## src/rtl/uart_nic.sv

```systemverilog
// rtl/uart_nic.sv - UART NIC: TX/RX byte FIFOs around 8N1 serializer/deserializer.
// Optional even-parity framing is enabled with `define UART_NIC_PARITY_EN.
module uart_nic #(
  parameter int CLK_FREQ   = 50000000,
  parameter int BAUD       = 115200,
  parameter int FIFO_DEPTH = 8
) (
  input  logic       clk,
  input  logic       rst_n,
  input  logic       write_nic,
  input  logic [7:0] send_data_to_nic,
  input  logic       read_nic,
  output logic [7:0] rec_data_from_nic,
  output logic       send_data_o,
  output logic       tx_full,
  input  logic       rx,
  output logic       tx,
  output logic       rx_overrun,
  output logic       frame_err
);

  localparam int CPB  = CLK_FREQ / BAUD;
  localparam int HALF = CPB / 2;
  localparam int AW   = $clog2(FIFO_DEPTH);
  localparam int CW   = $clog2(CPB);
  localparam logic [CW-1:0] BIT_END  = CW'(CPB - 1);
  localparam logic [CW-1:0] HALF_END = CW'(HALF - 1);

  typedef enum logic [2:0] {
    S_IDLE,
    S_START,
    S_DATA,
`ifdef UART_NIC_PARITY_EN
    S_PAR,
`endif
    S_STOP
  } state_e;

  // ---------------- TX FIFO ----------------
  logic [7:0]  tx_mem_q [FIFO_DEPTH];
  logic [AW:0] tx_wp_q, tx_rp_q, tx_wp_d, tx_rp_d;
  logic        tx_empty, tx_pop, tx_push;
  logic [7:0]  tx_head;
  state_e      tx_st_q;

  assign tx_empty = (tx_wp_q == tx_rp_q);
  assign tx_full  = (tx_wp_q[AW] != tx_rp_q[AW]) && (tx_wp_q[AW-1:0] == tx_rp_q[AW-1:0]);
  assign tx_pop   = (tx_st_q == S_IDLE) && !tx_empty;
  // The engine pop frees a slot on the same edge, so a write to a full FIFO still lands.
  assign tx_push  = write_nic && (!tx_full || tx_pop);
  assign tx_head  = tx_mem_q[tx_rp_q[AW-1:0]];
  assign tx_wp_d  = tx_wp_q + {{AW{1'b0}}, tx_push};
  assign tx_rp_d  = tx_rp_q + {{AW{1'b0}}, tx_pop};

  always_ff @(posedge clk) begin
    if (tx_push) tx_mem_q[tx_wp_q[AW-1:0]] <= send_data_to_nic;
  end

  always_ff @(posedge clk or negedge rst_n) begin
    if (!rst_n) begin
      tx_wp_q <= '0;
      tx_rp_q <= '0;
    end else begin
      tx_wp_q <= tx_wp_d;
      tx_rp_q <= tx_rp_d;
    end
  end

  // ---------------- TX engine ----------------
  logic [CW-1:0] tx_cnt_q;
  logic [2:0]    tx_bit_q;
  logic [7:0]    tx_sh_q;
  logic          tx_q;
`ifdef UART_NIC_PARITY_EN
  logic          tx_par_q;
`endif

  always_ff @(posedge clk or negedge rst_n) begin
    if (!rst_n) begin
      tx_st_q  <= S_IDLE;
      tx_cnt_q <= '0;
      tx_bit_q <= '0;
      tx_sh_q  <= '0;
      tx_q     <= 1'b1;
`ifdef UART_NIC_PARITY_EN
      tx_par_q <= 1'b0;
`endif
    end else begin
      case (tx_st_q)
        S_IDLE: begin
          tx_q <= 1'b1;
          if (tx_pop) begin
            tx_sh_q  <= tx_head;
            tx_q     <= 1'b0;
            tx_cnt_q <= '0;
            tx_st_q  <= S_START;
`ifdef UART_NIC_PARITY_EN
            tx_par_q <= ^tx_head;
`endif
          end
        end
        S_START: begin
          if (tx_cnt_q == BIT_END) begin
            tx_cnt_q <= '0;
            tx_bit_q <= '0;
            tx_q     <= tx_sh_q[0];
            tx_st_q  <= S_DATA;
          end else tx_cnt_q <= tx_cnt_q + 1'b1;
        end
        S_DATA: begin
          if (tx_cnt_q == BIT_END) begin
            tx_cnt_q <= '0;
            if (tx_bit_q == 3'd7) begin
`ifdef UART_NIC_PARITY_EN
              tx_q    <= tx_par_q;
              tx_st_q <= S_PAR;
`else
              tx_q    <= 1'b1;
              tx_st_q <= S_STOP;
`endif
            end else begin
              tx_bit_q <= tx_bit_q + 1'b1;
              tx_sh_q  <= {1'b0, tx_sh_q[7:1]};
              tx_q     <= tx_sh_q[1];
            end
          end else tx_cnt_q <= tx_cnt_q + 1'b1;
        end
`ifdef UART_NIC_PARITY_EN
        S_PAR: begin
          if (tx_cnt_q == BIT_END) begin
            tx_cnt_q <= '0;
            tx_q     <= 1'b1;
            tx_st_q  <= S_STOP;
          end else tx_cnt_q <= tx_cnt_q + 1'b1;
        end
`endif
        S_STOP: begin
          if (tx_cnt_q == BIT_END) begin
            tx_cnt_q <= '0;
            tx_st_q  <= S_IDLE;
          end else tx_cnt_q <= tx_cnt_q + 1'b1;
        end
        default: tx_st_q <= S_IDLE;
      endcase
    end
  end

  assign tx = tx_q;

  // ---------------- RX synchronizer and engine ----------------
  logic          rx_s1_q, rx_s2_q, rx_s3_q, rx_fall;
  state_e        rx_st_q;
  logic [CW-1:0] rx_cnt_q;
  logic [2:0]    rx_bit_q;
  logic [7:0]    rx_sh_q;
  logic          rx_par_ok, rx_stop_hit, rx_good;
  logic          rx_overrun_q, frame_err_q;
`ifdef UART_NIC_PARITY_EN
  logic          rx_perr_q;
  assign rx_par_ok = ~rx_perr_q;
`else
  assign rx_par_ok = 1'b1;
`endif

  // RX FIFO signals used by the engine for overrun decisions
  logic [7:0]  rx_mem_q [FIFO_DEPTH];
  logic [AW:0] rx_wp_q, rx_rp_q, rx_wp_d, rx_rp_d;
  logic        rx_empty, rx_full, rx_pop, rx_push;
  logic [7:0]  rx_head_d, rec_q;
  logic        send_q;

  assign rx_fall     = rx_s3_q & ~rx_s2_q;
  assign rx_stop_hit = (rx_st_q == S_STOP) && (rx_cnt_q == BIT_END);
  assign rx_good     = rx_stop_hit && rx_s2_q && rx_par_ok;

  always_ff @(posedge clk or negedge rst_n) begin
    if (!rst_n) begin
      rx_s1_q      <= 1'b1;
      rx_s2_q      <= 1'b1;
      rx_s3_q      <= 1'b1;
      rx_st_q      <= S_IDLE;
      rx_cnt_q     <= '0;
      rx_bit_q     <= '0;
      rx_sh_q      <= '0;
      rx_overrun_q <= 1'b0;
      frame_err_q  <= 1'b0;
`ifdef UART_NIC_PARITY_EN
      rx_perr_q    <= 1'b0;
`endif
    end else begin
      rx_s1_q <= rx;
      rx_s2_q <= rx_s1_q;
      rx_s3_q <= rx_s2_q;
      if (rx_good && rx_full && !rx_pop) rx_overrun_q <= 1'b1;
      if (rx_stop_hit && !(rx_s2_q && rx_par_ok)) frame_err_q <= 1'b1;
      case (rx_st_q)
        S_IDLE: begin
          if (rx_fall) begin
            rx_cnt_q <= '0;
            rx_st_q  <= S_START;
          end
        end
        S_START: begin
          if (rx_cnt_q == HALF_END) begin
            rx_cnt_q <= '0;
            rx_bit_q <= '0;
            rx_st_q  <= rx_s2_q ? S_IDLE : S_DATA;
          end else rx_cnt_q <= rx_cnt_q + 1'b1;
        end
        S_DATA: begin
          if (rx_cnt_q == BIT_END) begin
            rx_cnt_q <= '0;
            rx_sh_q  <= {rx_s2_q, rx_sh_q[7:1]};
            rx_bit_q <= rx_bit_q + 1'b1;
`ifdef UART_NIC_PARITY_EN
            if (rx_bit_q == 3'd7) rx_st_q <= S_PAR;
`else
            if (rx_bit_q == 3'd7) rx_st_q <= S_STOP;
`endif
          end else rx_cnt_q <= rx_cnt_q + 1'b1;
        end
`ifdef UART_NIC_PARITY_EN
        S_PAR: begin
          if (rx_cnt_q == BIT_END) begin
            rx_cnt_q  <= '0;
            rx_perr_q <= rx_s2_q ^ (^rx_sh_q);
            rx_st_q   <= S_STOP;
          end else rx_cnt_q <= rx_cnt_q + 1'b1;
        end
`endif
        S_STOP: begin
          if (rx_cnt_q == BIT_END) begin
            rx_cnt_q <= '0;
            rx_st_q  <= S_IDLE;
          end else rx_cnt_q <= rx_cnt_q + 1'b1;
        end
        default: rx_st_q <= S_IDLE;
      endcase
    end
  end

  // ---------------- RX FIFO ----------------
  assign rx_empty = (rx_wp_q == rx_rp_q);
  assign rx_full  = (rx_wp_q[AW] != rx_rp_q[AW]) && (rx_wp_q[AW-1:0] == rx_rp_q[AW-1:0]);
  assign rx_pop   = read_nic && !rx_empty;
  assign rx_push  = rx_good && (!rx_full || rx_pop);
  assign rx_wp_d  = rx_wp_q + {{AW{1'b0}}, rx_push};
  assign rx_rp_d  = rx_rp_q + {{AW{1'b0}}, rx_pop};
  // A push into a FIFO that is empty after this edge becomes the new head directly.
  assign rx_head_d = (rx_push && (rx_wp_q == rx_rp_d)) ? rx_sh_q : rx_mem_q[rx_rp_d[AW-1:0]];

  always_ff @(posedge clk) begin
    if (rx_push) rx_mem_q[rx_wp_q[AW-1:0]] <= rx_sh_q;
  end

  always_ff @(posedge clk or negedge rst_n) begin
    if (!rst_n) begin
      rx_wp_q <= '0;
      rx_rp_q <= '0;
      send_q  <= 1'b0;
      rec_q   <= '0;
    end else begin
      rx_wp_q <= rx_wp_d;
      rx_rp_q <= rx_rp_d;
      send_q  <= (rx_wp_d != rx_rp_d);
      if (rx_wp_d != rx_rp_d) rec_q <= rx_head_d;
    end
  end

  assign rec_data_from_nic = rec_q;
  assign send_data_o       = send_q;
  assign rx_overrun        = rx_overrun_q;
  assign frame_err         = frame_err_q;

endmodule
```

## config.mk

```make
export PLATFORM = sky130hd
export DESIGN_NAME = uart_nic
export DESIGN_NICKNAME = d
export VERILOG_FILES = /design/src/rtl/uart_nic.sv
export SDC_FILE = /design/constraint.sdc
export NUM_CORES = 1
export LEC_CHECK = 0
export ABC_AREA = 1
export CORE_MARGIN = 2
export CORE_UTILIZATION = 40
export CTS_CLUSTER_SIZE = 14
export DETAILED_ROUTE_END_ITERATION = 6
export GPL_TIMING_DRIVEN = 1
export PLACE_DENSITY_LB_ADDON = 0.2
export SETUP_SLACK_MARGIN = 0.02
export SLEW_MARGIN = 40
export SYNTH_ARGS = -nofsm -noshare
export SYNTH_HDL_FRONTEND = slang
export SYNTH_SLANG_ARGS = --single-unit
export TNS_END_PERCENT = 100
```

## constraint.sdc

```tcl
create_clock -name clk -period 5.7 [get_ports clk]
set_input_delay 0.855 -clock clk [delete_from_list [all_inputs] [get_ports clk]]
set_output_delay 0.855 -clock clk [all_outputs]
set_load 0.05 [all_outputs]
```

==> results of run 1 <==
cell usage in the layout, fill, tap and decap left out, types with 6 or more instances in the layout:
cell and n:
xor2_1 12, nand3_1 99, clkbuf_1 6, nor3_1 20
o22ai_1 21, a21oi_1 30, clkdlybuf4s50_1 24, o21ai_0 57
nand4_1 6, nor2_1 96, nor2_2 10, nand2_2 6
clkbuf_16 24, edfxtp_1 128, nand2_1 134, dfrtp_1 71
ha_1 22, nand3b_1 8, inv_1 115, buf_4 10
per-layer routing:
layer	vias up	wire [um]
li1	3166	-
met1	2957	9424
met2	109	9446
met3	29	649
met4	0	414
met5	-	0
final cells by class:
class,count,area [um^2],area share [%]
flip-flops and latches,203,5725,53.95
multi-input cells,561,2993,28.20
clock buffers,31,636.9,6.001
repair buffers,35,326.6,3.077
inverters,122,460.4,4.339
clock inverters,10,78.83,0.7427
well taps,313,391.6,3.690
per-stage QoR:
stage	util, %	area [um^2]	hold slack [ns]
after detailed placement	43.41	9888	0.3473
after floorplan	-	9333	0.3452
after global placement	43.27	9857	0.3458
after CTS	46.55	10600	0.1119
after global routing	46.59	10610	0.1139
final	46.59	10610	0.1259
critical path, stage by stage, from the launching register on:
cell and delay, ns:
dfrtp_1 0.32, buf_4 0.24, inv_1 0.32, nand2_1 0.15, nand4_1 0.16, nand2b_1 0.17
nor2_1 0.16, clkdlybuf4s50_1 0.83
cells by family after synthesis:
kind of cell	Yosys count	share of synthesized area, %
AO/OA/AOI/OAI	126	7.602
AND/OR/NAND/NOR	394	19.21
adder cells (fa/ha/maj)	22	2.949
buffers and inverters	155	7.025
XOR/XNOR	19	1.864
flip-flops	203	61.35
registers in the layout (all words and copies together), names as in the netlist, 3 cells and up:
| name | count |
|---|---|
| tx_bit_q | 3 |
| rx_rp_q | 4 |
| tx_sh_q | 8 |
| tx_wp_q | 4 |
| tx_cnt_q | 9 |
| rx_mem_q | 64 |
| rx_bit_q | 3 |
| rx_wp_q | 4 |
| rx_sh_q | 8 |
| tx_rp_q | 4 |
| rx_cnt_q | 9 |
| rec_data_from_nic | 8 |
| tx_mem_q | 64 |
worst max-delay path by stage:
| stage | from | endpoint | slack [ns] | cells after the start |
|---|---|---|---|---|
| 6_report | tx_rp_q[1] | tx_full | 1.99 | 7 |
| 5_1_grt | rx_wp_q[2] | rec_data_from_nic[5] | 1.63 | 18 |
| 4_1_cts | tx_rp_q[1] | tx_full | 1.97 | 7 |
| 3_5_place_dp | read_nic | rec_data_from_nic[3] | 1.52 | 14 |
| 3_3_place_gp | read_nic | rec_data_from_nic[3] | 1.27 | 14 |
| 2_1_floorplan | read_nic | rec_data_from_nic[0] | 3.10 | 14 |
power by group:
part           switching [uW]  leakage, uW  total (uW)  internal, uW
Sequential                174      0.00227        1970          1800
Combinational            1320      0.00176        1930           615
Clock                     573     0.000352        1400           828
==> results.sh, run 1 <==
export IMPL_track_usage_pct=16.71
export IMPL_synth_cells=919
export IMPL_synth_top_area_share_pct=41.19
export IMPL_synth_area_leaders="edfxtp_1 (41%), dfrtp_1 (19%), nand2_1 (5.4%)"
export IMPL_tns_ns=0
export IMPL_cts_resized=0
export IMPL_synth_edff_count=128
export IMPL_final_cells=1275
export IMPL_hold_buffers=0
export IMPL_drv_slew=0
export IMPL_nFillCells=2130
export IMPL_drt_pass1_iter_count=6
export IMPL_reg2reg_from="rx_wp_q[2]"
export IMPL_syn_nets=954
export IMPL_synthFlopType="edfxtp_1"
export IMPL_fin_skew_ns=0.01953
export IMPL_clk_pin_slew_ns=0.06
export IMPL_path_max_fanout=20
export IMPL_die_h_um=156.7
export IMPL_outcome="completed"
export IMPL_post_cts_buffers=0
export IMPL_ys_warn_count=0
export IMPL_wl_per_cell_um=15.64
export IMPL_postSynthAreaPerCell_um2=10.16
export IMPL_netlist_area_mm2=0.009333
export IMPL_setup_viol=0
export IMPL_async_flop_share_pct=36.95
export IMPL_dp_cells=1234
export IMPL_hold_path_class="in2async"
export IMPL_fin_crit_ns=3.707
export IMPL_rr_worst_depth=18
export IMPL_drc=0
export IMPL_vias=6261
export IMPL_dp_hpwl_um=12750
export IMPL_slew_headroom_pct=44.92
export IMPL_place_ws_ns=1.524
export IMPL_cp_start_kind="flip-flop"
export IMPL_port_buffers=25
export IMPL_rows=55
export IMPL_grt_pass1_wl_um=32460
export IMPL_diodes=0
export IMPL_place_congestion=0.7908
export IMPL_rsz0062_at_grt="false"
export IMPL_core_mm2=0.02278
export IMPL_yosysTopAreaCell="edfxtp_1"
export IMPL_dr_first_iter_drc_count=413
export IMPL_numCtsBuffers=23
export IMPL_fmax_mhz=269.8
export IMPL_worstPathRequired_ns=4.85
export IMPL_io_pins=26
export IMPL_drive_gt1_share_pct=8.628
export IMPL_yosysSeqAreaShare_pct=61.35
export IMPL_gr_usage_met3_pct=2.382
export IMPL_root_buffer="clkbuf_16"
export IMPL_fin_nets=981
export IMPL_vias_per_cell=4.911
export IMPL_setup_ws_ns=1.993
export IMPL_clk_latency_ns=0.51
export IMPL_peakVddDrop_uv=292.7
export IMPL_busiest_layer="met2"
export IMPL_die_area_mm2=0.02457
export IMPL_synthTopCellsByCount="nand2_1 (134), edfxtp_1 (128), inv_1 (115)"
export IMPL_grt_use_met1_pct=22.96
export IMPL_totalPowerFinal_uw=5307
export IMPL_hold_viol=0
export IMPL_grt_pass1_vias=6233
export IMPL_die_w_um=156.7
export IMPL_met2_usage_pct=27.46
export IMPL_grt_max_degree=74
export IMPL_synth_most_common_cell="nand2_1"
export IMPL_r2r_setup_slack_ns=2.02
export IMPL_cts_sinks=203
export IMPL_htreeDepth=1
export IMPL_antenna_found_initial=0
export IMPL_floorplan_initialDensity_pct=40.97
export IMPL_worst_pin_slew_ns=0.8262
export IMPL_timing_rr_end="rec_data_from_nic[5]"
export IMPL_yosys_cell_types_count=47
export IMPL_detail_route_antenna_nets=0
export IMPL_worstPathArrival_ns=2.85
export IMPL_routed_wl_um=19940
export IMPL_path_class="reg2out"
export IMPL_tritoncts="done"
export IMPL_postSynthRegisterBits=203
export IMPL_period_share_pct=65.03
export IMPL_crit_path_end_kind="output port"
export IMPL_p_per_area_mw_per_mm2=500.0
export IMPL_max_cap_violations=0
export IMPL_clk_path_buf_depth=3
export IMPL_area_growth_pct=13.72
export IMPL_grt_ovfl_total=0
export IMPL_p_leak_uw=0.004384
No activity file was read; power rests on OpenSTA's default activity.
==> run 2: changes to the inputs <==
clock period = 3 ns   (was 5.7 ns; I/O delays follow)
==> results.sh, run 2 (synthesis gave the netlist of run 1 again) <==
export IMPL_outcome="complete, but fails checks"
export IMPL_violations="hold timing"
export IMPL_dp_cells=1254
export IMPL_diodes=0
export IMPL_grt_pass1_vias=6234
export IMPL_vias_per_cell=4.957
export IMPL_io_pins=26
export IMPL_swShare_pct=37.83
export IMPL_floorplan_initialDensity_pct=40.97
export IMPL_area_growth_pct=16.83
export IMPL_track_usage_pct=16.91
export IMPL_place_ws_ns=0.1118
export IMPL_place_congestion=0.7883
export IMPL_detail_route_antenna_nets=0
export IMPL_p_int_uw=6654
export IMPL_root_buffer="clkbuf_16"
export IMPL_fin_nets=1004
export IMPL_vias=6439
export IMPL_clk_path_buf_depth=3
export IMPL_setup_ws_ns=0.3147
export IMPL_grt_ovfl_total=0
export IMPL_worst_pin_slew_ns=0.7951
export IMPL_postLayoutCellArea_mm2=0.01090
export IMPL_layout_area_seq_mm2=0.005727
export IMPL_fin_crit_ns=2.685
export IMPL_pwr_share_clk_pct=28.5
export IMPL_fmax_mhz=372.4
export IMPL_die_h_um=156.7
export IMPL_cp_start_kind="flip-flop"
export IMPL_drc=0
export IMPL_antenna_found_initial=0
export IMPL_r2r_setup_slack_ns=0.31
export IMPL_finalHoldWorstSlack_ns=-0.04430
export IMPL_worstPathArrival_ns=3.08
export IMPL_grt_pass1_wl_um=32890
export IMPL_cp_startpoint="rx_cnt_q[1]"
export IMPL_dpl_instance_area_mm2=0.01003
export IMPL_max_cap_violations=0
export IMPL_hold_path_class="in2async"
export IMPL_die_w_um=156.7
export IMPL_power_share_combinational_pct=36.6
export IMPL_numCtsBuffers=24
export IMPL_path_max_fanout=9
export IMPL_tns_ns=0
export IMPL_rows=55
export IMPL_nFillCells=2110
export IMPL_multi_input_area_mm2=0.002998
export IMPL_clk_pin_slew_ns=0.06
export IMPL_slew_headroom_pct=46.80
export IMPL_rsz0062_at_grt="false"
export IMPL_rr_worst_depth=17
export IMPL_crit_path_end_kind="flip-flop"
export IMPL_tritoncts="done"
export IMPL_drv_slew=0
export IMPL_grt_max_degree=76
export IMPL_p_seq_share_pct=34.9
export IMPL_peakVddDrop_uv=640.6
export IMPL_clk_latency_ns=0.51
export IMPL_drt_pass1_iter_count=7
export IMPL_setup_viol=0
export IMPL_dr_first_iter_drc_count=426
export IMPL_path_class="reg2reg"
export IMPL_htreeDepth=1
export IMPL_die_area_mm2=0.02457
export IMPL_power_switching_uw=4049
export IMPL_core_mm2=0.02278
export IMPL_final_common_cell="nand2_1"
export IMPL_wl_per_cell_um=15.71
export IMPL_dp_hpwl_um=13050
export IMPL_period_share_pct=89.51
export IMPL_worstPathRequired_ns=3.39
export IMPL_hold_viol=29
export IMPL_cts_sinks=203
export IMPL_fin_skew_ns=0.008717
export IMPL_final_cell_mix="nand2_1 (133), edfxtp_1 (128), inv_1 (115)"
export IMPL_drive_gt1_share_pct=10.85
export IMPL_final_cells=1299
export IMPL_timing_rr_end="rec_data_from_nic[0]"
export IMPL_p_leak_uw=0.004555
export IMPL_p_per_area_mw_per_mm2=981.7
export IMPL_routed_wl_um=20410
export IMPL_critPathCapture="rec_data_from_nic[0]"
export IMPL_reg2reg_from="rx_cnt_q[1]"
export IMPL_port_buffers=25
export IMPL_hold_buffers=0
run 2: changes by cell type in the layout (fill, tap and decap cells not counted), sizes merged:
| cell | delta |
|---|---|
| buf | +22 |
| bufinv | +4 |
| clkbuf | -3 |
| clkinv | +3 |
| clkdlybuf4s50 | -1 |
| clkinvlp | -1 |
| inv | -1 |
| nor2 | +1 |
run 2: metrics by stage:
stage	util, %	total power [uW]
floorplan	-	6498
global placement	43.96	7630
CTS	47.68	10780
global route	47.87	11420
finish	47.87	10700
detailed placement	44.03	7694
run 2: area by class of cell:
type | instances | area share (%)
tap | 313 | 3.592
multi-input combinational | 562 | 27.50
clock buffer | 28 | 5.841
sequential | 203 | 52.52
timing repair buffer | 56 | 4.533
inverter | 122 | 4.223
clock inverter | 15 | 1.790
run 2: power by group through the flow:
stage	Combinational [uW]	Clock (uW)	Sequential (uW)
after detailed placement	3910	0	3780
final	3920	3050	3740
after CTS	3930	3110	3740
after global placement	3840	0	3790
after global routing	4420	3220	3780
after floorplan	2610	0	3890
run 2: critical path: stages, from the launching register on:
cell and delay (ns):
dfrtp_1 0.37, inv_1 0.11, ha_1 0.18, and3_1 0.16, nand3_1 0.09, inv_1 0.08
nand3_1 0.10, nor2_2 0.15, ha_1 0.18, ha_1 0.16, xor2_1 0.21, xor2_1 0.11
nor2_2 0.14, nand3_4 0.14, nor2_8 0.17, inv_4 0.08, nor2_1 0.10, a21oi_1 0.05
run 2: worst min-delay path by stage:
| stage | from | to | slack, ns | depth (start not counted) |
|---|---|---|---|---|
| 2_1_floorplan | rst_n | frame_err | 0.15 | 0 |
| 3_3_place_gp | rx_s1_q | rx_s2_q | 0.35 | 0 |
| 3_5_place_dp | rx_s1_q | rx_s2_q | 0.35 | 0 |
| 4_1_cts | rst_n | rx_sh_q[0] | 0.006 | 1 |
| 5_1_grt | rst_n | rx_sh_q[0] | 0.03 | 1 |
| 6_report | rst_n | rx_sh_q[0] | -0.04 | 1 |
run 2: repair_timing:
item | 4_1_cts | 5_1_grt
setup endpoints to repair | 0 | 8
setup buffers | 0 | 1
gates resized for setup | 0 | 6
run 2: layer usage:
metal | share of wire (%) | wire length [um] | up-vias | global-route usage, %
met5 | 0 | 0 | - | 0
met4 | 2.1 | 423 | 0 | 4.107
met3 | 3.2 | 653 | 34 | 2.326
met2 | 48 | 9860 | 101 | 28.97
met1 | 46 | 9468 | 3091 | 22.77
li1 | - | - | 3213 | -
==> run 3: changes to the inputs <==
CTS_BUF_LIST = sky130_fd_sc_hd__clkbuf_8   (was not set)
==> results.sh, run 3 (synthesis gave the netlist of run 1 again) <==
export IMPL_setup_viol=0
export IMPL_io_pins=26
export IMPL_path_class="reg2reg"
export IMPL_place_congestion=0.7883
export IMPL_antenna_found_initial=0
export IMPL_drv_slew=0
export IMPL_clk_path_buf_depth=3
export IMPL_rows=55
export IMPL_track_usage_pct=17.22
export IMPL_min_delay_worst_endpoint="rx_s1_q"
export IMPL_final_cell_mix="nand2_1 (134), inv_1 (128), edfxtp_1 (128)"
export IMPL_final_util_pct=47.21
export IMPL_die_h_um=156.7
export IMPL_drive_gt1_share_pct=11.81
export IMPL_final_common_cell="nand2_1"
export IMPL_cp_start_kind="flip-flop"
export IMPL_grt_ovfl_total=0
export IMPL_clk_pin_slew_ns=0.06
export IMPL_fmax_mhz=372.6
export IMPL_vias_per_cell=4.880
export IMPL_max_cap_violations=0
export IMPL_htreeDepth=2
export IMPL_tritoncts="done"
export IMPL_path_max_fanout=9
export IMPL_worstPathRequired_ns=3.40
export IMPL_clk_latency_ns=0.52
export IMPL_post_cts_buffers=0
export IMPL_setup_ws_ns=0.3159
export IMPL_diodes=0
export IMPL_area_growth_pct=15.22
export IMPL_peakVddDrop_uv=713.1
export IMPL_dr_max_layer_used="met4"
export IMPL_vias=6446
export IMPL_place_ws_ns=0.1118
export IMPL_wl_met2_um=9991
export IMPL_numCtsBuffers=36
export IMPL_wl_per_cell_um=15.66
export IMPL_reg2reg_from="rx_cnt_q[1]"
export IMPL_drc=0
export IMPL_worstPathArrival_ns=3.08
export IMPL_min_delay_path_depth=1
export IMPL_port_buffers=25
export IMPL_hp_start="rx"
export IMPL_nFillCells=2145
export IMPL_dp_hpwl_um=13050
export IMPL_drt_pass1_iter_count=5
export IMPL_grt_max_degree=76
export IMPL_dr_first_iter_drc_count=408
export IMPL_die_w_um=156.7
export IMPL_worst_pin_slew_ns=0.7953
export IMPL_slew_headroom_pct=46.78
export IMPL_hold_path_class="in2reg"
export IMPL_cts_sinks=203
export IMPL_fin_skew_ns=0.01907
export IMPL_root_buffer="clkbuf_8"
export IMPL_floorplan_initialDensity_pct=40.97
export IMPL_p_per_area_mw_per_mm2=939.6
export IMPL_fin_nets=1016
export IMPL_rr_worst_depth=17
export IMPL_tns_ns=0
export IMPL_die_area_mm2=0.02457
export IMPL_grt_pass1_vias=6303
export IMPL_outcome="completed"
export IMPL_hold_viol=0
export IMPL_crit_path_end_kind="flip-flop"
export IMPL_rsz0062_at_grt="false"
export IMPL_grt_pass1_wl_um=33200
export IMPL_r2r_setup_slack_ns=0.32
export IMPL_detail_route_antenna_nets=0
export IMPL_routed_wl_um=20690
export IMPL_fin_crit_ns=2.684
export IMPL_wl_met3_um=791
export IMPL_timing_rr_end="rec_data_from_nic[2]"
export IMPL_met1_length_um=9552
export IMPL_p_leak_uw=0.004553
export IMPL_period_share_pct=89.47
export IMPL_core_mm2=0.02278
-- run 3: area by class of cell --
class / count / area (um^2) / area share, %
tap: 313 / 391.6 / 3.642
clock inverter: 25 / 131.4 / 1.222
multi-input combinational: 562 / 2995 / 27.86
inverter: 122 / 460.4 / 4.282
sequential: 203 / 5727 / 53.26
clock buffer: 40 / 550.5 / 5.120
timing repair buffer: 56 / 496.7 / 4.620
-- run 3: worst max path at each step --
stage / from / endpoint / slack (ns) / cells past startpoint
6_report: rx_cnt_q[1] / rec_data_from_nic[2] / 0.32 / 17
5_1_grt: rx_cnt_q[1] / rec_data_from_nic[6] / 0.02 / 17
4_1_cts: rx_wp_q[2] / rec_data_from_nic[1] / 0.19 / 17
3_5_place_dp: read_nic / rec_data_from_nic[1] / 0.11 / 15
3_3_place_gp: read_nic / rec_data_from_nic[0] / 0.17 / 15
2_1_floorplan: rx_cnt_q[1] / rec_data_from_nic[0] / 0.40 / 17
-- run 3: where the power goes --
group | internal [uW] | switching (uW) | total, uW | leakage [uW]
Clock | 1310 | 1140 | 2450 | 0.000403
Sequential | 3420 | 317 | 3730 | 0.00227
Combinational | 1300 | 2620 | 3920 | 0.00188
-- run 3: metal layers --
metal / up-vias / GRT usage [%]
li1: 3234 / -
met1: 3080 / 22.92
met2: 99 / 28.93
met3: 33 / 3.185
met4: 0 / 4.762
met5: - / 0
-- run 3: what timing repair did --
action | CTS | global route
hold buffers | 1 | 0
endpoints found under the hold margin | 4 | 0
setup endpoints to repair | 0 | 8
gates resized for setup | 0 | 5
-- run 3: through the flow --
step | instances | total power [uW] | hold slack [ns] | area (um^2)
2_1_floorplan | 919 | 6498 | 0.1544 | 9333
3_3_place_gp | 1254 | 7630 | 0.3459 | 10010
3_5_place_dp | 1254 | 7694 | 0.3470 | 10030
4_1_cts | 1320 | 10170 | 0.3088 | 10720
5_1_grt | 1321 | 10840 | 0.3205 | 10750
6_report | 1321 | 10100 | 0.3320 | 10750
-- run 3: worst max-delay path, stage by stage (launching register included) --
cell and delay, ns:
dfrtp_1 0.37, inv_1 0.11, ha_1 0.18, and3_1 0.16
nand3_1 0.09, inv_1 0.07, nand3_1 0.11, nor2_2 0.14
ha_1 0.18, nand3_1 0.12, xor2_1 0.23, inv_1 0.06
nand3_1 0.08, nand2_1 0.22, nor2_8 0.24, inv_4 0.08
nor2_1 0.09, a21oi_1 0.05
